==> src/rtl/player_ctrl_pkg.sv <==
// Shared game codes: game state, player animation state and facing.
package player_ctrl_pkg;

  typedef enum logic [3:0] {
    GS_TITLE    = 4'd0,
    GS_STAFF    = 4'd1,
    GS_STAGE1   = 4'd2,
    GS_SUCCESS1 = 4'd3,
    GS_STAGE2   = 4'd4,
    GS_SUCCESS2 = 4'd5,
    GS_STAGE3   = 4'd6,
    GS_SUCCESS3 = 4'd7,
    GS_FAIL     = 4'd8
  } game_state_e;

  typedef enum logic [1:0] {
    PS_IDLE = 2'd0,
    PS_WALK = 2'd1,
    PS_HURT = 2'd2,
    PS_DEAD = 2'd3
  } player_state_e;

  typedef enum logic [1:0] {
    FACE_UP    = 2'd0,
    FACE_DOWN  = 2'd1,
    FACE_LEFT  = 2'd2,
    FACE_RIGHT = 2'd3
  } facing_e;

  localparam logic [1:0] HEART_FULL = 2'd3;

  // Playable stages are the three STAGEn codes.
  function automatic logic in_stage(input logic [3:0] s);
    return (s == GS_STAGE1) || (s == GS_STAGE2) || (s == GS_STAGE3);
  endfunction

endpackage

==> src/rtl/player_ctrl_tick_gen.sv <==
// Movement tick divider: one-cycle tick every DIV cycles while enabled.
module tick_gen #(
  parameter int DIV = 1000000
) (
  input  logic clk,
  input  logic rst,
  input  logic en,
  output logic tick
);

  localparam int CW = (DIV < 2) ? 1 : $clog2(DIV);
  localparam logic [CW-1:0] LAST = CW'(DIV - 1);

  logic [CW-1:0] cnt;

  assign tick = en && (cnt == LAST);

  // Count while enabled, wrap on the tick cycle, park at 0 when disabled.
  always_ff @(posedge clk or negedge rst) begin
    if (!rst)        cnt <= '0;
    else if (!en)    cnt <= '0;
    else if (tick)   cnt <= '0;
    else             cnt <= cnt + CW'(1);
  end

endmodule

==> src/rtl/player_ctrl.sv <==
// Player movement, damage and lives controller for the stage screens.
module player_ctrl
  import player_ctrl_pkg::*;
#(
  parameter int TICK_DIV  = 1000000,
  parameter int X_MAX     = 304,
  parameter int Y_MAX     = 224,
  parameter int SPAWN_X   = 16,
  parameter int SPAWN_Y   = 112,
  parameter int INV_TICKS = 100
) (
  input  logic       clk,
  input  logic       rst,
  input  logic [3:0] state,
  input  logic       key_up,
  input  logic       key_down,
  input  logic       key_left,
  input  logic       key_right,
  input  logic       hit,
  output logic [9:0] player_x,
  output logic [9:0] player_y,
  output logic [1:0] player_state,
  output logic [1:0] facing,
  output logic [1:0] heart,
  output logic       dead
);

  localparam int INV_W = (INV_TICKS < 1) ? 1 : $clog2(INV_TICKS + 1);
  localparam logic [INV_W-1:0] INV_LOAD = INV_W'(INV_TICKS);
  localparam logic [INV_W-1:0] INV_ONE  = INV_W'(1);
  localparam logic [9:0] XM = 10'(X_MAX);
  localparam logic [9:0] YM = 10'(Y_MAX);
  localparam logic [9:0] SX = 10'(SPAWN_X);
  localparam logic [9:0] SY = 10'(SPAWN_Y);

  logic [9:0]       x_q, x_d, y_q, y_d;
  player_state_e    ps_q, ps_d;
  facing_e          face_q, face_d;
  logic [1:0]       heart_q, heart_d;
  logic             dead_q, dead_d;
  logic [INV_W-1:0] inv_q, inv_d;
  logic [3:0]       prev_q;

  logic    stage, entry, tick;
  logic    v_act, h_act, dir_ok;
  facing_e dir_f;

  assign stage = in_stage(state);
  assign entry = stage && (prev_q != state);

  // Divider is held in reset on the entry cycle so the stage starts from count 0.
  tick_gen #(.DIV(TICK_DIV)) u_tick (
    .clk  (clk),
    .rst  (rst),
    .en   (stage && !entry),
    .tick (tick)
  );

  // Vertical wins when unambiguous; horizontal only as fallback.
  always_comb begin
    v_act  = key_up ^ key_down;
    h_act  = key_left ^ key_right;
    dir_ok = v_act || h_act;
    if (v_act)      dir_f = key_up ? FACE_UP : FACE_DOWN;
    else            dir_f = key_left ? FACE_LEFT : FACE_RIGHT;
  end

  // Next-state: stage entry > (tick move, then hit damage); DEAD and non-stage freeze.
  always_comb begin
    x_d     = x_q;
    y_d     = y_q;
    ps_d    = ps_q;
    face_d  = face_q;
    heart_d = heart_q;
    inv_d   = inv_q;
    dead_d  = 1'b0;
    if (entry) begin
      x_d     = SX;
      y_d     = SY;
      ps_d    = PS_IDLE;
      face_d  = FACE_DOWN;
      heart_d = HEART_FULL;
      inv_d   = '0;
    end else if (stage && ps_q != PS_DEAD) begin
      if (tick) begin
        if (dir_ok) begin
          face_d = dir_f;
          case (dir_f)
            FACE_UP:    y_d = (y_q == 10'd0) ? 10'd0 : y_q - 10'd1;
            FACE_DOWN:  y_d = (y_q >= YM)    ? YM    : y_q + 10'd1;
            FACE_LEFT:  x_d = (x_q == 10'd0) ? 10'd0 : x_q - 10'd1;
            FACE_RIGHT: x_d = (x_q >= XM)    ? XM    : x_q + 10'd1;
            default:    ;
          endcase
        end
        if (inv_q != '0) inv_d = inv_q - INV_ONE;
        // HURT holds until the invulnerability window closes on this tick.
        if (ps_q != PS_HURT || inv_q <= INV_ONE)
          ps_d = dir_ok ? PS_WALK : PS_IDLE;
      end
      if (hit && inv_q == '0 && heart_q != 2'd0) begin
        heart_d = heart_q - 2'd1;
        inv_d   = INV_LOAD;
        if (heart_q == 2'd1) begin
          ps_d   = PS_DEAD;
          dead_d = 1'b1;
        end else begin
          ps_d   = PS_HURT;
        end
      end
    end
  end

  // Player register set.
  always_ff @(posedge clk or negedge rst) begin
    if (!rst) begin
      x_q     <= SX;
      y_q     <= SY;
      ps_q    <= PS_IDLE;
      face_q  <= FACE_DOWN;
      heart_q <= HEART_FULL;
      dead_q  <= 1'b0;
      inv_q   <= '0;
      prev_q  <= GS_TITLE;
    end else begin
      x_q     <= x_d;
      y_q     <= y_d;
      ps_q    <= ps_d;
      face_q  <= face_d;
      heart_q <= heart_d;
      dead_q  <= dead_d;
      inv_q   <= inv_d;
      prev_q  <= state;
    end
  end

  assign player_x     = x_q;
  assign player_y     = y_q;
  assign player_state = ps_q;
  assign facing       = face_q;
  assign heart        = heart_q;
  assign dead         = dead_q;

endmodule

==> config.mk <==
export PLATFORM = sky130hd
export DESIGN_NAME = player_ctrl
export DESIGN_NICKNAME = d
export VERILOG_FILES = /design/src/rtl/player_ctrl_pkg.sv /design/src/rtl/player_ctrl_tick_gen.sv /design/src/rtl/player_ctrl.sv
export SDC_FILE = /design/constraint.sdc
export NUM_CORES = 1
export LEC_CHECK = 0
export ABC_AREA = 1
export CORE_MARGIN = 2
export CORE_UTILIZATION = 53
export DETAILED_ROUTE_END_ITERATION = 8
export PLACE_DENSITY_LB_ADDON = 0.15
export SLEW_MARGIN = 30
export SYNTH_ARGS = -nofsm -noshare
export SYNTH_HDL_FRONTEND = slang
export SYNTH_HIERARCHICAL = 1
export SYNTH_SLANG_ARGS = --single-unit
==> constraint.sdc <==
create_clock -name clk -period 6.2 [get_ports clk]
set_clock_uncertainty 0.15 [all_clocks]
set_input_delay 0.93 -clock clk [delete_from_list [all_inputs] [get_ports clk]]
set_output_delay 0.93 -clock clk [all_outputs]
set_load 0.02 [all_outputs]
# Word level (Yosys, flattened, before mapping)
# Index checks and enable logic that the tools add are counted.
[totals]
output_inout_bits = 27
reg_bits = 58
in_bits = 11
[op_classes]
bitwise_logic = 2
eq_ne = 11
reduce_logical = 32
n_lt_le_gt_ge = 3
muxes = 42
add_sub_neg = 7
[ops]
columns = ["operator", "n"]
rows = [
  ["$mux 10", 12],
  ["$mux 20", 2],
  ["$pmux 10 s2", 2],
  ["$mux 7", 5],
  ["$mux 2", 13],
  ["$add 10x1->10 const B", 2],
  ["$add 20x1->20 const B", 1],
  ["$eq 20x20->1 const B", 1],
  ["$logic_not 10->1", 2],
  ["$sub 10x1->10 const B", 2],
  ["$reduce_bool 3->1", 5],
  ["$ge 10x8->1 const B", 1],
  ["$ge 10x9->1 const B", 1],
  ["$reduce_bool 2->1", 5],
  ["$reduce_and 3->1", 3],
  ["$eq 4x3->1 const B", 2],
  ["$mux 1", 8],
  ["$reduce_and 4->1", 2],
  ["$le 7x1->1 const B", 1],
  ["$logic_not 7->1", 1],
  ["$reduce_bool 7->1", 1],
  ["$sub 7x1->7 const B", 1],
  ["$logic_and 1x1->1", 6],
  ["$eq 2x1->1 const B", 2],
  ["10 further kinds", 16],
]

# Longest topological paths before layout
# Gate-level depths: netlist of run 1.
[depth]
ltp_word = 11
mapped_depth = 18

# By module
# Netlist of run 1, hierarchy kept.
[modules_own_cells]
columns = ["module", "instances", "area_each_um2", "cells_each", "seq_area_each_um2"]
rows = [
  ["player_ctrl", 1, 3074.2, 472, 959.7],
  ["tick_gen", 1, 1276.2, 161, 500.5],
]

# Least setup slack after synthesis of run 1
# Ideal clock, no wire load.
[synth_timing]
path_type = "input -> register"
startpoint = "input state[2]"
endpoint = "register y_q[1], in the netlist player_y[1]"
setup_slack_ns = 3.380
t_required_ns = 5.932
cell_stages = 18
arrival_ns = 2.552
path_buffers = 2
setup_ns = 0.118
cell_sequence = "inv_1 > nand2_1 > nand2_1 > nor2_1 > nand2_1 > nor2_1 > buf_6 > nand3_1 > nor2_1 > and3_2 > inv_1 > nor2_1 > nand2_1 > nand2_1 > nand2_2 > buf_6 > nand2_1 > o21ai_2"
[synth_between]
elab_chain_len = 9
elab_cells_between_ends = 17
classes_between = "eq/ne (4); mux (1); reduce/logical (12)"
[synth_rtl]
columns = ["element", "line_no", "rtl"]
rows = [
  ["from (decl)", "player_ctrl.sv:14", "input logic [3:0] state,"],
  ["$eq 4x2->1 or $eq 4x3->1 (tied branches)", "player_ctrl_pkg.sv:34", "return (s == GS_STAGE1) || (s == GS_STAGE2) || (s == GS_STAGE3);"],
  ["$logic_or 1x1->1 (2 in a row)", "player_ctrl_pkg.sv:34", ""],
  ["$logic_and 1x1->1", "player_ctrl.sv:49", "assign entry = stage && (prev_q != state);"],
  ["$logic_not 1->1", "player_ctrl.sv:55", ".en (stage && !entry),"],
  ["$logic_and 1x1->1 (*)", "player_ctrl.sv:55", ""],
  ["$logic_and 1x1->1 (*)", "player_ctrl_tick_gen.sv:16", "assign tick = en && (cnt == LAST);"],
  ["named net tick", "player_ctrl.sv:44", "logic stage, entry, tick;"],
  ["$reduce_bool 2->1 (no line) (*)", "n/a", ""],
  ["$reduce_and 4->1 (no line) (*)", "n/a", ""],
  ["to (signal assigned)", "player_ctrl.sv:127", "y_q <= y_d;"],
  ["to (decl)", "player_ctrl.sv:36", "logic [9:0] x_q, x_d, y_q, y_d;"],
]
# Mark *: on every way through the listed nets, which the timed path passes. The rest lies on a longest branch.
# A chain may end at the register's enable or synchronous reset.

# Worst setup path after layout of run 1
[layout_timing]
startpoint = "input state[0]"
endpoint = "register y_q[9], in the netlist player_y[9]"
# Same word-level chain as after synthesis.

==> results of run 1 <==
==> state kept, by name, indices dropped and copies added (netlist names) <==
name          cells
inv_q             7
heart             2
player_x         10
facing            2
dead              1
player_y         10
prev_q            4
u_tick/cnt       20
player_state      2
==> cell type report <==
type,count,share of cell area
Sequential cell,58,0.295
Tap cell,105,0.0265
Clock buffer,11,0.0285
Clock inverter,5,0.0156
Inverter,84,0.0636
Timing Repair Buffer,38,0.0752
Multi-Input combinational cell,478,0.496
==> synthesized netlist by cell type (2+ instances only) <==
| master | n |
|---|---|
| sky130_fd_sc_hd__nand2_4 | 4 |
| sky130_fd_sc_hd__nor2_2 | 14 |
| sky130_fd_sc_hd__nor2_4 | 7 |
| sky130_fd_sc_hd__xor2_1 | 12 |
| sky130_fd_sc_hd__nand3b_1 | 6 |
| sky130_fd_sc_hd__nand3_2 | 2 |
| sky130_fd_sc_hd__buf_6 | 3 |
| sky130_fd_sc_hd__xnor2_1 | 5 |
| sky130_fd_sc_hd__o21ai_0 | 26 |
| sky130_fd_sc_hd__inv_1 | 78 |
| sky130_fd_sc_hd__nor3_1 | 10 |
| sky130_fd_sc_hd__dfstp_2 | 7 |
| sky130_fd_sc_hd__buf_4 | 3 |
| sky130_fd_sc_hd__o21ai_1 | 7 |
| sky130_fd_sc_hd__a21oi_1 | 12 |
| sky130_fd_sc_hd__nand4_1 | 15 |
| sky130_fd_sc_hd__nor2_1 | 77 |
| sky130_fd_sc_hd__nand3_1 | 65 |
| sky130_fd_sc_hd__nand2_1 | 178 |
| sky130_fd_sc_hd__inv_2 | 6 |
| sky130_fd_sc_hd__buf_2 | 4 |
| sky130_fd_sc_hd__dfrtp_1 | 51 |
| sky130_fd_sc_hd__nand2_2 | 10 |
| sky130_fd_sc_hd__o211ai_1 | 3 |
| sky130_fd_sc_hd__ha_1 | 13 |
==> logic make-up after synthesis <==
| kind of cell | Yosys count | synth area share |
|---|---|---|
| and+or+nand+nor | 395 | 0.427 |
| buffers and inverters | 97 | 0.0992 |
| DFF | 58 | 0.336 |
| AOI/OAI and AO/OA | 53 | 0.0667 |
| xor gates and xnor gates | 17 | 0.0342 |
| adders and majority gates | 13 | 0.0374 |
==> worst paths after layout <==
check | startpoint | endpoint | slack [ps] | cells past startpoint
max | state[0] | player_y[9] | 2430 | 18
min | u_tick/cnt[0] | u_tick/cnt[0] | 320 | 1
max reg2reg | prev_q[0] | player_y[9] | 3200 | 17
min reg2reg | u_tick/cnt[0] | u_tick/cnt[0] | 320 | 1
max in group asynchronous | rst | player_x[3] | 4820 | 2
min in group asynchronous | rst | inv_q[1] | 590 | 2
==> power by group through the flow <==
stage	registers, uW	logic (uW)	clock network (uW)
global placement	592	754	0
global route	603	881	419
floorplan	613	516	0
detailed placement	593	770	0
finish	587	774	390
CTS	588	774	400
==> metal layers <==
| metal | up-vias | wire, um | track usage |
|---|---|---|---|
| li1 | 2079 | - | - |
| met1 | 1881 | 4610 | 0.322 |
| met2 | 101 | 4870 | 0.399 |
| met3 | 10 | 464 | 0.0463 |
| met4 | 0 | 100 | 0.0640 |
| met5 | - | 0 | 0 |
==> stage by stage <==
step	util	instance area, um2
global route	0.613	4960
detailed placement	0.585	4740
global placement	0.585	4740
CTS	0.613	4960
floorplan	-	4350
finish	0.613	4960
==> worst max-delay path: stages <==
cell and delay (ps):
sky130_fd_sc_hd__clkdlybuf4s50_1 540, sky130_fd_sc_hd__inv_1 60, sky130_fd_sc_hd__nand2_1 50, sky130_fd_sc_hd__nand2_1 50
sky130_fd_sc_hd__nor2_1 90, sky130_fd_sc_hd__nand2_1 110, sky130_fd_sc_hd__nor2_1 620, sky130_fd_sc_hd__nand3_1 170
sky130_fd_sc_hd__nor2_1 120, sky130_fd_sc_hd__and3_2 190, sky130_fd_sc_hd__inv_1 70, sky130_fd_sc_hd__nor2_1 150
sky130_fd_sc_hd__nand2_1 120, sky130_fd_sc_hd__nand2_1 110, sky130_fd_sc_hd__nand2_2 190, sky130_fd_sc_hd__inv_1 190
sky130_fd_sc_hd__nand2_1 80, sky130_fd_sc_hd__nand2_1 60
==> flow_summary.html, run 1 <==
<table>
<tr><th>Metric</th><th>Value</th></tr>
<tr><th colspan="2">Pwr</th></tr>
<tr><td>Fraction of power consumed by the clock network</td><td>0.223</td></tr>
<tr><td>PD cells</td><td>353 mW/mm2</td></tr>
<tr><td>Sequential group share of total power</td><td>0.335</td></tr>
<tr><td>Peak ir drop on the vdd network</td><td>approximately 0.17 mV</td></tr>
<tr><td>Switching fraction of total power</td><td>0.421</td></tr>
<tr><td>Total chip power</td><td>between 1500 and 2000 uW</td></tr>
<tr><td>Static leakage</td><td>0.00248 uW</td></tr>
<tr><td>Combinational fraction of design power</td><td>0.442</td></tr>
<tr><td>Power dissipated by switching net loads</td><td>about 740 uW</td></tr>
<tr><td>Internal Power</td><td>1010 uW</td></tr>
<tr><th colspan="2">Clocking</th></tr>
<tr><td>Largest buffer count on any clock path</td><td>2</td></tr>
<tr><td>Post-CTS setup buffer count</td><td>0</td></tr>
<tr><td>Number of gates given a new drive strength after cts</td><td>0</td></tr>
<tr><td>Clock latency at the later pin of the worst-skew pair</td><td>approximately 340 ps</td></tr>
<tr><td>Number of buffers added to fix hold violations after cts</td><td>0</td></tr>
<tr><td>Clock edge transition at the registers on the reported setup and hold paths</td><td>around 70 ps</td></tr>
<tr><td>Root buffer selected by CTS</td><td>sky130_fd_sc_hd__clkbuf_8</td></tr>
<tr><td>Clock sink total</td><td>58</td></tr>
<tr><td>Number of buffers created by CTS</td><td>9</td></tr>
<tr><td>CTS H-Tree Depth</td><td>3</td></tr>
<tr><td>Clock tree from TritonCTS</td><td>done</td></tr>
<tr><th colspan="2">Cells and area</th></tr>
<tr><td>Area occupied by multi-input gates</td><td>0.00246 mm2</td></tr>
<tr><td>Final standard cell count with taps included and fillers excluded</td><td>779</td></tr>
<tr><td>Nets</td><td>693</td></tr>
<tr><td>Number of filler cells placed in the layout</td><td>about 800</td></tr>
<tr><td>Top library cells by usage in the layout, fill and taps aside</td><td>178 x sky130_fd_sc_hd__nand2_1, 78 x sky130_fd_sc_hd__inv_1, 77 x sky130_fd_sc_hd__nor2_1</td></tr>
<tr><td>Layout overhead on the synthesized area</td><td>13.9%</td></tr>
<tr><td>Most common cell after layout, fill and taps aside</td><td>sky130_fd_sc_hd__nand2_1</td></tr>
<tr><td>Fraction of layout instances using a drive strength above 1</td><td>0.111</td></tr>
<tr><td># diodes</td><td>0</td></tr>
<tr><td>Sequential cell area</td><td>~0.0015 mm2</td></tr>
<tr><th colspan="2">Synthesis</th></tr>
<tr><td>Post-synthesis sequential element count</td><td>58</td></tr>
<tr><td>Number of unique standard cell types used by synthesis</td><td>40</td></tr>
<tr><td>Register area share after synthesis</td><td>0.336</td></tr>
<tr><td>Dominant cells by area after synthesis</td><td>sky130_fd_sc_hd__dfrtp_1 29%, sky130_fd_sc_hd__nand2_1 15%, sky130_fd_sc_hd__nand3_1 7.5%</td></tr>
<tr><td>Number of enable-type register cells in the synthesized netlist</td><td>0</td></tr>
<tr><td>Main flop type after synthesis</td><td>sky130_fd_sc_hd__dfrtp_1</td></tr>
<tr><td>Cell type contributing the most total cell area after synthesis</td><td>sky130_fd_sc_hd__dfrtp_1</td></tr>
<tr><td>Mapped Area</td><td>~0.0044 mm2</td></tr>
<tr><td>Post-Syn Instances</td><td>between 600 and 700</td></tr>
<tr><td>Syn_area_per_cell</td><td>~6.9 um2</td></tr>
<tr><td>Syn. warnings</td><td>6</td></tr>
<tr><td>Post-synth top area share</td><td>0.293</td></tr>
<tr><td>Share of async-settable or async-resettable flops after synthesis</td><td>1.00</td></tr>
<tr><td>Syn_nets</td><td>657</td></tr>
<tr><th colspan="2">Place</th></tr>
<tr><td>IO Port Bufs</td><td>37</td></tr>
<tr><td>Worst-case setup slack after placement</td><td>2140 ps</td></tr>
<tr><td>Cell Count Post-Placement</td><td>between 700 and 800</td></tr>
<tr><td>Detailed-placement wirelength estimate</td><td>about 7.4 mm</td></tr>
<tr><td>Routability Congestion</td><td>between 0.9 and 1</td></tr>
<tr><th colspan="2">Routing</th></tr>
<tr><td>Routed wire length per instance</td><td>12.9 um</td></tr>
<tr><td>Routed Antenna Nets</td><td>0</td></tr>
<tr><td>Routed wire length</td><td>around 10 mm</td></tr>
<tr><td>Initial DRC Count</td><td>roughly 230</td></tr>
<tr><td>First drt pass iteration count</td><td>5</td></tr>
<tr><td>Detailed-route via count</td><td>a little over 4k</td></tr>
<tr><td>Via density</td><td>roughly 5.2</td></tr>
<tr><td>DRC errors left</td><td>0</td></tr>
<tr><th colspan="2">Outcome</th></tr>
<tr><td>Outcome</td><td>finished clean</td></tr>
<tr><th colspan="2">GRT</th></tr>
<tr><td>Total Routing Usage GR</td><td>0.240</td></tr>
<tr><td>Number of antenna violations at the first check in global routing</td><td>0</td></tr>
<tr><td>Aggregate global routing overflow</td><td>0</td></tr>
<tr><td>Largest net degree at the start of global routing</td><td>between 50 and 60</td></tr>
<tr><td>Global-route wire length before repair</td><td>roughly 17 mm</td></tr>
<tr><td>Via count of the first global-routing pass</td><td>around 3.7k</td></tr>
<tr><th colspan="2">Hold path</th></tr>
<tr><td>Worst min path class</td><td>flip-flop to flip-flop</td></tr>
<tr><th colspan="2">Job</th></tr>
<tr><td># Max-Cap Violations</td><td>0</td></tr>
<tr><th colspan="2">Die</th></tr>
<tr><td>Number of placement rows</td><td>33</td></tr>
<tr><td>Die ar.</td><td>0.00895 mm2</td></tr>
<tr><td>Number of primary I/O pins</td><td>38</td></tr>
<tr><td>Core region area</td><td>0.00809 mm2</td></tr>
<tr><td>Die span in x</td><td>between 90 and 100 um</td></tr>
<tr><td>Die outline height</td><td>between 90 and 100 um</td></tr>
<tr><td>Starting density of the core</td><td>0.538</td></tr>
<tr><th colspan="2">STA</th></tr>
<tr><td>Unrepaired setup endpoints after global routing</td><td>false</td></tr>
<tr><td>Actual transition at the worst max-transition pin</td><td>around 800 ps</td></tr>
<tr><td>Upper clock frequency limit</td><td>between 0.2 and 0.3 GHz</td></tr>
<tr><td>Post-Route Setup TNS</td><td>0 ps</td></tr>
<tr><td>Slew headroom</td><td>0.468</td></tr>
<tr><td>Period utilization</td><td>0.608</td></tr>
<tr><td>Worst Slack Setup Final</td><td>around 2400 ps</td></tr>
<tr><td>Hold slack final</td><td>between 300 and 400 ps</td></tr>
<tr><td>Final count of negative-setup-slack endpoints</td><td>0</td></tr>
<tr><td>Final hold violations</td><td>0</td></tr>
<tr><td>Number of pins with negative max-slew slack in the final report</td><td>0</td></tr>
<tr><td>Post-route minimum period</td><td>~3800 ps</td></tr>
<tr><th colspan="2">Worst setup path</th></tr>
<tr><td>Highest fanout seen on the critical path</td><td>16</td></tr>
<tr><td>Kind of critical path</td><td>input port to flip-flop</td></tr>
<tr><td>Data required time of the worst path</td><td>roughly 6300 ps</td></tr>
<tr><td>Startpoint type of the worst setup path</td><td>input port</td></tr>
<tr><td>Arrival time of data at the critical path endpoint</td><td>between 3000 and 4000 ps</td></tr>
<tr><td>Setup crit end kind</td><td>flip-flop</td></tr>
</table>
No activity file was read; power rests on OpenSTA's default activity.
==> run 2: changes to the inputs <==
==> constraint.sdc (replaced) <==
create_clock -name clk -period 3.41 [get_ports clk]
set_clock_uncertainty 0.15 [all_clocks]
set_input_delay 0.5115 -clock clk [delete_from_list [all_inputs] [get_ports clk]]
set_output_delay 0.5115 -clock clk [all_outputs]
set_load 0.02 [all_outputs]
==> flow_summary.html, run 2 (synthesis results as in run 1) <==
<table>
<tr><th>Metric</th><th>Value</th></tr>
<tr><th colspan="2">Outcome</th></tr>
<tr><td>Outcome</td><td>finished clean (unchanged)</td></tr>
<tr><th colspan="2">GRT</th></tr>
<tr><td>Aggregate global routing overflow</td><td>0 (unchanged)</td></tr>
<tr><td>Global-route wire length before repair</td><td>17.3 mm (was 17.1 mm)</td></tr>
<tr><td>Total Routing Usage GR</td><td>0.244 (was 0.240)</td></tr>
<tr><td>Via count of the first global-routing pass</td><td>3826 (was 3745)</td></tr>
<tr><td>Number of antenna violations at the first check in global routing</td><td>0 (unchanged)</td></tr>
<tr><td>Largest net degree at the start of global routing</td><td>39 (was 59)</td></tr>
<tr><th colspan="2">Pwr</th></tr>
<tr><td>Sequential group share of total power</td><td>0.354 (was 0.335)</td></tr>
<tr><td>Switching fraction of total power</td><td>0.439 (was 0.421)</td></tr>
<tr><td>Power dissipated by switching net loads</td><td>1330 uW (was 736 uW)</td></tr>
<tr><td>Combinational fraction of design power</td><td>0.463 (was 0.442)</td></tr>
<tr><td>Static leakage</td><td>0.00247 uW (was 0.00248 uW)</td></tr>
<tr><td>Peak ir drop on the vdd network</td><td>0.289 mV (was 0.168 mV)</td></tr>
<tr><td>PD cells</td><td>613 mW/mm2 (was 353 mW/mm2)</td></tr>
<tr><td>Internal Power</td><td>1700 uW (was 1010 uW)</td></tr>
<tr><td>Fraction of power consumed by the clock network</td><td>0.183 (was 0.223)</td></tr>
<tr><th colspan="2">Clocking</th></tr>
<tr><td>Largest buffer count on any clock path</td><td>2 (unchanged)</td></tr>
<tr><td>Number of buffers created by CTS</td><td>9 (unchanged)</td></tr>
<tr><td>Post-CTS setup buffer count</td><td>0 (unchanged)</td></tr>
<tr><td>Clock tree from TritonCTS</td><td>done (unchanged)</td></tr>
<tr><td>CTS H-Tree Depth</td><td>3 (unchanged)</td></tr>
<tr><td>Number of buffers added to fix hold violations after cts</td><td>1 (was 0)</td></tr>
<tr><td>Root buffer selected by CTS</td><td>sky130_fd_sc_hd__clkbuf_8 (unchanged)</td></tr>
<tr><td>Number of gates given a new drive strength after cts</td><td>0 (unchanged)</td></tr>
<tr><td>Clock sink total</td><td>58 (unchanged)</td></tr>
<tr><td>Clock edge transition at the registers on the reported setup and hold paths</td><td>60 ps (was 70 ps)</td></tr>
<tr><td>Clock latency at the later pin of the worst-skew pair</td><td>340 ps (about the same)</td></tr>
<tr><th colspan="2">Cells and area</th></tr>
<tr><td># diodes</td><td>0 (unchanged)</td></tr>
<tr><td>Top library cells by usage in the layout, fill and taps aside</td><td>178 x sky130_fd_sc_hd__nand2_1, 78 x sky130_fd_sc_hd__inv_1, 77 x sky130_fd_sc_hd__nor2_1 (unchanged)</td></tr>
<tr><td>Largest register FFs</td><td>20 (unchanged)</td></tr>
<tr><td>Nets</td><td>696 (was 693)</td></tr>
<tr><td>Most common cell after layout, fill and taps aside</td><td>sky130_fd_sc_hd__nand2_1 (unchanged)</td></tr>
<tr><td>Fraction of layout instances using a drive strength above 1</td><td>0.114 (was 0.111)</td></tr>
<tr><td>Layout overhead on the synthesized area</td><td>13.4% (was 13.9%)</td></tr>
<tr><td>Final standard cell count with taps included and fillers excluded</td><td>782 (was 779)</td></tr>
<tr><td>Register containing the most flip-flops in the final layout</td><td>u_tick/cnt (unchanged)</td></tr>
<tr><th colspan="2">Place</th></tr>
<tr><td>Cell Count Post-Placement</td><td>765 (was 763)</td></tr>
<tr><td>Worst-case setup slack after placement</td><td>322 ps (was 2140 ps)</td></tr>
<tr><td>IO Port Bufs</td><td>37 (unchanged)</td></tr>
<tr><td>Routability Congestion</td><td>0.876 (was 0.951)</td></tr>
<tr><td>Detailed-placement wirelength estimate</td><td>7.54 mm (was 7.39 mm)</td></tr>
<tr><th colspan="2">STA</th></tr>
<tr><td>Actual transition at the worst max-transition pin</td><td>497 ps (was 795 ps)</td></tr>
<tr><td>Slew headroom</td><td>0.668 (was 0.468)</td></tr>
<tr><td>Period utilization</td><td>0.805</td></tr>
<tr><td>Number of pins with negative max-slew slack in the final report</td><td>0 (unchanged)</td></tr>
<tr><td>Post-Route Setup TNS</td><td>0 ps (unchanged)</td></tr>
<tr><td>Unrepaired setup endpoints after global routing</td><td>false (unchanged)</td></tr>
<tr><td>Post-route minimum period</td><td>roughly 2700 ps</td></tr>
<tr><td>Final count of negative-setup-slack endpoints</td><td>0 (unchanged)</td></tr>
<tr><td>Final hold violations</td><td>0 (unchanged)</td></tr>
<tr><td>Upper clock frequency limit</td><td>between 0.3 and 0.4 GHz</td></tr>
<tr><td>Worst Slack Setup Final</td><td>664 ps (was 2430 ps)</td></tr>
<tr><th colspan="2">Worst setup path</th></tr>
<tr><td>Reg2Reg Launch Point</td><td>u_tick/cnt[0] (was prev_q[0])</td></tr>
<tr><td>Kind of critical path</td><td>input port to flip-flop (unchanged)</td></tr>
<tr><td>Startpoint type of the worst setup path</td><td>input port (unchanged)</td></tr>
<tr><td>Highest fanout seen on the critical path</td><td>12 (was 16)</td></tr>
<tr><td>Worst R2R Path Depth</td><td>13 (was 17)</td></tr>
<tr><td>R2R setup slack</td><td>890 ps (was 3200 ps)</td></tr>
<tr><td>Data required time of the worst path</td><td>3490 ps (was 6330 ps)</td></tr>
<tr><td>Endpoint of the worst register-to-register path</td><td>player_x[3] (was player_y[9])</td></tr>
<tr><td>Arrival time of data at the critical path endpoint</td><td>2830 ps (was 3900 ps)</td></tr>
<tr><td>Setup crit end kind</td><td>flip-flop (unchanged)</td></tr>
<tr><th colspan="2">Die</th></tr>
<tr><td>Die ar.</td><td>0.00895 mm2 (unchanged)</td></tr>
<tr><td>Die span in x</td><td>94.6 um (unchanged)</td></tr>
<tr><td>Core region area</td><td>0.00809 mm2 (unchanged)</td></tr>
<tr><td>Number of placement rows</td><td>33 (unchanged)</td></tr>
<tr><td>Starting density of the core</td><td>0.538 (unchanged)</td></tr>
<tr><td>Die outline height</td><td>94.6 um (unchanged)</td></tr>
<tr><td>Number of primary I/O pins</td><td>38 (unchanged)</td></tr>
<tr><th colspan="2">Job</th></tr>
<tr><td># Max-Cap Violations</td><td>0 (unchanged)</td></tr>
<tr><th colspan="2">Hold path</th></tr>
<tr><td>Worst hold stages</td><td>1 (unchanged)</td></tr>
<tr><td>Capture endpoint of the worst hold path</td><td>u_tick/cnt[0] (unchanged)</td></tr>
<tr><td>Hold Startpoint</td><td>u_tick/cnt[0] (unchanged)</td></tr>
<tr><td>Worst min path class</td><td>flip-flop to flip-flop (unchanged)</td></tr>
<tr><th colspan="2">Routing</th></tr>
<tr><td>Routed wire length per instance</td><td>12.9 um (about the same)</td></tr>
<tr><td>Detailed-route via count</td><td>4106 (was 4071)</td></tr>
<tr><td>Routed Antenna Nets</td><td>0 (unchanged)</td></tr>
<tr><td>First drt pass iteration count</td><td>4 (was 5)</td></tr>
<tr><td>Initial DRC Count</td><td>160 (was 229)</td></tr>
<tr><td>DRC errors left</td><td>0 (unchanged)</td></tr>
<tr><td>Routed wire length</td><td>10.1 mm (was 10.0 mm)</td></tr>
<tr><td>Via density</td><td>5.25 (was 5.23)</td></tr>
</table>
==> run 2: layer usage <==
metal / share of wire / GRT usage / vias to the layer above
met5: 0 / 0 / -
met4: 0.011 / 0.0845 / 0
met3: 0.046 / 0.0495 / 10
met2: 0.49 / 0.408 / 104
met1: 0.46 / 0.315 / 1903
li1: - / - / 2089
==> run 2: cell type report <==
class | instances | area [um2]
inverters | 84 | 315
well taps | 105 | 131
flip-flops and latches | 58 | 1460
clock buffers | 11 | 141
repair buffers | 41 | 398
clock inverters | 5 | 30.0
multi-input cells | 478 | 2460
fillers | 796 | 3160
==> run 2: power groups by stage <==
stage          registers [uW]  clock network, uW  logic (uW)
6_report                 1070                554        1400
5_1_grt                  1100                604        1590
4_1_cts                  1070                573        1410
3_5_place_dp             1080                  0        1390
3_3_place_gp             1080                  0        1380
2_1_floorplan            1110                  0         938
==> run 2: through the flow <==
| stage | hold slack (ps) | cell area, um2 | util | power [uW] |
|---|---|---|---|---|
| 2_1_floorplan | 65.9 | 4350 | - | 2050 |
| 5_1_grt | 333 | 4930 | 0.610 | 3290 |
| 4_1_cts | 322 | 4930 | 0.610 | 3050 |
| 3_5_place_dp | 312 | 4750 | 0.587 | 2480 |
| 3_3_place_gp | 304 | 4750 | 0.587 | 2460 |
| 6_report | 318 | 4930 | 0.610 | 3030 |
==> run 2: critical path, cell delays in order <==
cell and delay [ps]:
sky130_fd_sc_hd__clkdlybuf4s50_1 520, sky130_fd_sc_hd__inv_1 60, sky130_fd_sc_hd__nand2_1 50, sky130_fd_sc_hd__nand2_1 40, sky130_fd_sc_hd__nor2_1 80, sky130_fd_sc_hd__nand2_1 110, sky130_fd_sc_hd__nor2_1 150, sky130_fd_sc_hd__nand3_1 90
sky130_fd_sc_hd__nor2_1 90, sky130_fd_sc_hd__and3_2 180, sky130_fd_sc_hd__inv_1 70, sky130_fd_sc_hd__nor2_1 150, sky130_fd_sc_hd__nand3_1 110, sky130_fd_sc_hd__nand2_1 350, sky130_fd_sc_hd__inv_1 110, sky130_fd_sc_hd__nand2_1 80
sky130_fd_sc_hd__nand2_1 60
==> run 2: how the worst max path moves through the flow <==
stage,startpoint,end,slack (ps),cells past startpoint
after floorplan,state[2],player_y[1],1010,18
after global placement,state[0],player_y[9],400,18
after detailed placement,state[1],player_y[2],320,18
after CTS,state[0],player_y[2],680,18
after global routing,state[3],player_x[7],340,17
final,state[3],player_x[3],660,17
